===== config.mk =====
export PLATFORM = sky130hd
export DESIGN_NAME = driver_trace_buffer_reader
export DESIGN_NICKNAME = d
export VERILOG_FILES = /design/src/rtl/driver_trace_buffer_reader.sv
export SDC_FILE = /design/constraint.sdc
export NUM_CORES = 1
export LEC_CHECK = 0
export ABC_AREA = 1
export BUFFER_PORTS_ARGS = -buffer_cell sky130_fd_sc_hd__buf_2
export CORE_MARGIN = 2
export CORE_UTILIZATION = 58
export CTS_CLUSTER_DIAMETER = 80
export CTS_CLUSTER_SIZE = 14
export DETAILED_ROUTE_END_ITERATION = 8
export GPL_TIMING_DRIVEN = 0
export PLACE_DENSITY_LB_ADDON = 0.08
export SETUP_SLACK_MARGIN = 0.4
export SLEW_MARGIN = 10
export SYNTH_ARGS = -nofsm -noshare
export SYNTH_HDL_FRONTEND = slang
export SYNTH_SLANG_ARGS = --single-unit
export TNS_END_PERCENT = 100

===== constraint.sdc =====
create_clock -name clk -period 8 [get_ports clk]
set_input_delay 0.8 -clock clk [delete_from_list [all_inputs] [get_ports clk]]
set_output_delay 0.8 -clock clk [all_outputs]
set_load 0.005 [all_outputs]

===== src/rtl/driver_trace_buffer_reader.sv =====
// Trace buffer drain: reads BRAM entries in write order and streams them out in fixed bursts.
// Optional TRACE_RD_BEAT_CNT_EN adds a 32-bit accepted-beat counter output.
module driver_trace_buffer_reader #(
  parameter int TRACE_BUF_DATA_WIDTH = 256,
  parameter int TRACE_BUF_ADDR_WIDTH = 15,
  parameter int BRAM_RD_LATENCY      = 2,
  parameter int BURST_LEN            = 16
) (
  input  logic                            clk,
  input  logic                            rstn,
  input  logic                            enable,
  input  logic                            wr_we,
  input  logic [TRACE_BUF_ADDR_WIDTH-1:0] wr_addr,
  input  logic                            resync,
  input  logic                            clear_overflow,
  output logic [TRACE_BUF_ADDR_WIDTH-1:0] bram_addrb,
  output logic                            bram_enb,
  input  logic [TRACE_BUF_DATA_WIDTH-1:0] bram_doutb,
  output logic [TRACE_BUF_DATA_WIDTH-1:0] m_tdata,
  output logic                            m_tvalid,
  input  logic                            m_tready,
  output logic                            m_tlast,
  output logic [TRACE_BUF_ADDR_WIDTH:0]   level,
  output logic                            overflow,
  output logic                            busy
`ifdef TRACE_RD_BEAT_CNT_EN
  ,
  output logic [31:0]                     beat_count
`endif
);

  localparam int DW         = TRACE_BUF_DATA_WIDTH;
  localparam int AW         = TRACE_BUF_ADDR_WIDTH;
  localparam int LAT        = BRAM_RD_LATENCY;
  localparam int FIFO_DEPTH = LAT + 2;
  localparam int FW         = $clog2(FIFO_DEPTH + 1);
  localparam int PW         = $clog2(FIFO_DEPTH);
  localparam int CW         = $clog2(2 * FIFO_DEPTH + 1);
  localparam int BW         = $clog2(BURST_LEN);

  localparam logic [AW:0] FULL = {1'b1, {AW{1'b0}}};

  localparam logic [1:0] S_IDLE  = 2'd0;
  localparam logic [1:0] S_RUN   = 2'd1;
  localparam logic [1:0] S_FLUSH = 2'd2;

  logic [1:0]    state;
  logic [AW-1:0] rd_ptr;
  logic [LAT:1]  vld_q;
  logic [LAT:0]  vld_pipe;
  logic [CW-1:0] inflight;
  logic [CW-1:0] credit_used;
  logic          issue;
  logic          push;
  logic          pop;

  logic [DW-1:0] fifo_mem [FIFO_DEPTH];
  logic [PW-1:0] wr_idx;
  logic [PW-1:0] rd_idx;
  logic [FW-1:0] fifo_count;
  logic [BW-1:0] burst_cnt;

  // Stage 0 is the registered read strobe itself; stage LAT lines up with valid bram_doutb.
  assign vld_pipe = {vld_q, bram_enb};
  assign push     = vld_pipe[LAT];
  assign pop      = m_tvalid & m_tready;

  always_comb begin
    inflight = '0;
    for (int i = 0; i <= LAT; i++)
      inflight = inflight + CW'(vld_pipe[i]);
  end

  // A beat leaving this cycle frees its slot, which keeps 1 read/cycle sustainable.
  assign credit_used = CW'(fifo_count) + inflight - CW'(pop);
  assign issue = (state == S_RUN) && enable && !resync && (level != '0) &&
                 (credit_used < CW'(FIFO_DEPTH));

  always_ff @(posedge clk) begin
    if (!rstn) begin
      state <= S_IDLE;
    end else begin
      case (state)
        S_IDLE:  if (enable) state <= S_RUN;
        S_RUN:   if (!enable) state <= S_FLUSH;
        S_FLUSH: begin
          if (enable)
            state <= S_RUN;
          else if (inflight == '0 && fifo_count == '0)
            state <= S_IDLE;
        end
        default: state <= S_IDLE;
      endcase
    end
  end

  assign busy = (state != S_IDLE);

  always_ff @(posedge clk) begin
    if (!rstn) begin
      bram_enb   <= 1'b0;
      bram_addrb <= '0;
      vld_q      <= '0;
    end else begin
      bram_enb <= issue;
      if (issue) bram_addrb <= rd_ptr;
      for (int i = 1; i <= LAT; i++)
        vld_q[i] <= vld_pipe[i-1];
    end
  end

  // Read pointer, unread level and overflow tracking.
  always_ff @(posedge clk) begin
    if (!rstn) begin
      rd_ptr   <= '0;
      level    <= '0;
      overflow <= 1'b0;
    end else begin
      if (resync) begin
        rd_ptr <= wr_addr;
        level  <= wr_we ? (AW+1)'(1) : '0;
      end else begin
        if (issue || (wr_we && level == FULL))
          rd_ptr <= rd_ptr + 1'b1;
        case ({wr_we, issue})
          2'b10:   if (level != FULL) level <= level + 1'b1;
          2'b01:   level <= level - 1'b1;
          default: ;
        endcase
      end
      if (wr_we && (level == FULL) && !issue && !resync)
        overflow <= 1'b1;
      else if (clear_overflow)
        overflow <= 1'b0;
    end
  end

  always_ff @(posedge clk) begin
    if (push) fifo_mem[wr_idx] <= bram_doutb;
  end

  always_ff @(posedge clk) begin
    if (!rstn) begin
      wr_idx     <= '0;
      rd_idx     <= '0;
      fifo_count <= '0;
      burst_cnt  <= '0;
    end else begin
      if (push) wr_idx <= (wr_idx == PW'(FIFO_DEPTH-1)) ? '0 : wr_idx + 1'b1;
      if (pop) begin
        rd_idx    <= (rd_idx == PW'(FIFO_DEPTH-1)) ? '0 : rd_idx + 1'b1;
        burst_cnt <= burst_cnt + 1'b1;
      end
      case ({push, pop})
        2'b10:   fifo_count <= fifo_count + 1'b1;
        2'b01:   fifo_count <= fifo_count - 1'b1;
        default: ;
      endcase
    end
  end

  assign m_tvalid = (fifo_count != '0);
  assign m_tdata  = m_tvalid ? fifo_mem[rd_idx] : '0;
  assign m_tlast  = m_tvalid && (burst_cnt == BW'(BURST_LEN-1));

`ifdef TRACE_RD_BEAT_CNT_EN
  always_ff @(posedge clk) begin
    if (!rstn)
      beat_count <= '0;
    else if (resync)
      beat_count <= pop ? 32'd1 : 32'd0;
    else if (pop)
      beat_count <= beat_count + 1'b1;
  end
`endif

endmodule

==> metrics.cfg <==
[run_status]
status = finished, final reports clean

[timing]
rsz0062_at_grt = no
finalHoldViolations = 0
timing.fmax_mhz = 213
finalCritPeriodShare_pct = 58.7
finalClockSkew_ns = 0.0143
tightest_slew_ns = 1.16
drv_slew = 0
timing.final.crit_period_ns = 4.69
slew_headroom_pct = 22.4
setup_viol = 0

[cts]
cts_tree = done
ctsResizeCount = 0
post-cts-setup-buffer-count = 0
clkSinkCount = 1089
hold_buffers = 0
cts_buffers = 87
clk_path_buf_depth = 3
root_buffer = clkbuf_16
ctsHtreeMaxLevel = 3
clk_pin_slew_ns = 0.07
clk_latency_ns = 0.65

[synth]
ys_ff_latch = 1089
netlist.area_leader.share_pct = 71.5
ys_seq_area_share_pct = 74.5
ys_types = 41
synth.area.top_cells = edfxtp_1 (71%), nor2_1 (9.4%), o21ai_0 (6.4%)
yosysTopAreaCell = edfxtp_1
netlist_instances = 3531
synth_nets = 3837
avgSynthCellArea_um2 = 12.2
synth_area_um2 = 43000
yosys_warnings = 0

[finish]
num-nets-final = 4504
design_area_um2 = 49800
nFillCells = 5347
area_growth_pct = 15.8
final_cell_mix = nor2_1 (1076), edfxtp_1 (1024), buf_2 (571)
final_common_cell = nor2_1
multi_input_area_um2 = 9910
final_util_pct = 68.1
drive_gt1_share_pct = 17.0
seqCellArea_um2 = 32100

[die]
coreArea_um2 = 73200
die_area_um2 = 76400
start_util_pct = 58.8
rows = 99
die_width_um = 276
pin_count = 570
die-height_um = 276

[hold_path]
hold_path.class = input pin to flip-flop

[job]
drv_cap = 0

[placement]
port-buffer-count = 568
dpl-instance-area_um2 = 47400
detailed_place_hpwl_um = 71800
gp_congestion = 0.883

[setup_path]
arrival_ns = 5.19
setup.worst_path.start_class = flip-flop
rrSetupSlack_ns = 3.31
path_class = flip-flop to flip-flop
crit_fanout = 14
required_ns = 8.50
worstSetupEndpointType = flip-flop

[routing]
wl_um = 112000
post_drt_wl_per_cell_um = 21.5
drc = 0
first_pass_iters = 5
drt-initial-drc-count = 2790
ant_nets = 0
avgViaCountPerCell = 5.67
vias = 29600

[global_route]
antenna_found_initial = 54
grt_use_total_pct = 28.7
grt_pass1_wl_um = 166000
gr-total-overflow = 0
grt_pass1_vias = 27700
grt_max_degree = 99

[pwr]
power_density_nw_per_um2 = 244
vdd_drop_max_v = 0.000187
power_mw = 12.2
leakage_nw = 18.0

==> cells by family (layout without fill, tap and decap cells) <==
group | Yosys count | in the layout | synth area share (%)
AOI/OAI and AO/OA | 894 | 894 | 10.6
xor gates and xnor gates | 20 | 20 | 0.407
adders and majority gates | 28 | 28 | 0.867
buffers and inverters | 274 | 971 | 2.46
DFF | 1089 | 1089 | 74.5
other | 0 | 31 | 0
and+or+nand+nor | 1226 | 1226 | 11.1
==> final timing paths <==
kind	start	endpoint	cells past startpoint
worst min-delay path	bram_doutb[162]	fifo_mem[0][162]	1
worst max register to register	bram_enb	level[12]	24
worst max-delay path	bram_enb	level[12]	24
worst min register to register	vld_q[1]	vld_q[2]	2
==> area by class of cell <==
| type | instances | share of cell area (%) |
|---|---|---|
| clock inverters | 7 | 0.173 |
| plain buffers | 213 | 1.65 |
| well taps | 959 | 2.41 |
| inverters | 61 | 0.530 |
| multi-input cells | 2168 | 19.9 |
| diodes | 31 | 0.156 |
| repair buffers | 578 | 6.26 |
| clock buffers | 112 | 4.60 |
| flip-flops and latches | 1089 | 64.3 |
==> critical path, cell delays in order (launching register included) <==
cell and delay (ns):
dfxtp_1 0.37, fa_1 0.45, inv_1 0.07, ha_1 0.22, inv_1 0.06, ha_1 0.24, nand2_1 0.07, inv_1 0.04
nand3_1 0.09, nand2_1 0.06, nand2_1 0.07, nand2_2 0.06, nor2_4 0.16, nand3_4 0.15, inv_1 0.42, ha_1 0.37
a21oi_1 0.14, o21ai_0 0.14, a21boi_0 0.44, o21ai_0 0.27, nor2_1 0.13, o21ai_0 0.10, or2_2 0.29, nand3_1 0.10
a21oi_2 0.05
==> flip-flops by register name, summed over array words and instances (netlist names), 3 cells and up, named ones only <==
name        count
rd_ptr         15
fifo_count      3
burst_cnt       4
bram_addrb     15
level          16
fifo_mem     1024
==> metal layers <==
metal | vias to the layer above | track usage (%) | part of all wire (%)
met4 | 40 | 12.3 | 4.0
met2 | 1295 | 45.1 | 47
met5 | - | 0 | 0.21
met1 | 14200 | 38.5 | 39
li1 | 13800 | - | -
met3 | 252 | 7.12 | 9.5
==> power breakdown <==
part	switching, mW	leakage (nW)	internal (mW)
registers	0.0123	9.73	6.24
logic	1.42	7.16	0.610
clock network	1.88	1.15	2.00
==> synth_stat cells, drive strengths merged <==
| cell type | count |
|---|---|
| fa | 3 |
| nand2 | 102 |
| dfxtp | 65 |
| xor2 | 15 |
| o21ai | 554 |
| a21o | 2 |
| nand3b | 3 |
| nor2 | 1079 |
| nor4 | 4 |
| clkinv | 2 |
| a21oi | 319 |
| inv | 59 |
| a22oi | 2 |
| nand3 | 22 |
| o211a | 2 |
| buf | 24 |
| nor3 | 9 |
| a21boi | 2 |
| ha | 25 |
| a31oi | 7 |
| o21bai | 1 |
| or2 | 1 |
| xnor2 | 5 |
| a211oi | 4 |
| nand4 | 6 |
| clkbuf | 189 |
| edfxtp | 1024 |
| o31ai | 1 |
==> through the flow <==
stage	hold slack [ns]	setup WS, ns	cells	setup TNS [ns]
global route	0.348	2.92	5209	0
global placement	0.454	-2.22	5058	-2090.64
finish	0.363	3.31	5218	0
floorplan	0.438	1.84	3531	0
detailed placement	0.459	3.33	5068	0
CTS	0.336	3.32	5187	0
Power figures use the tool's default switching activity.
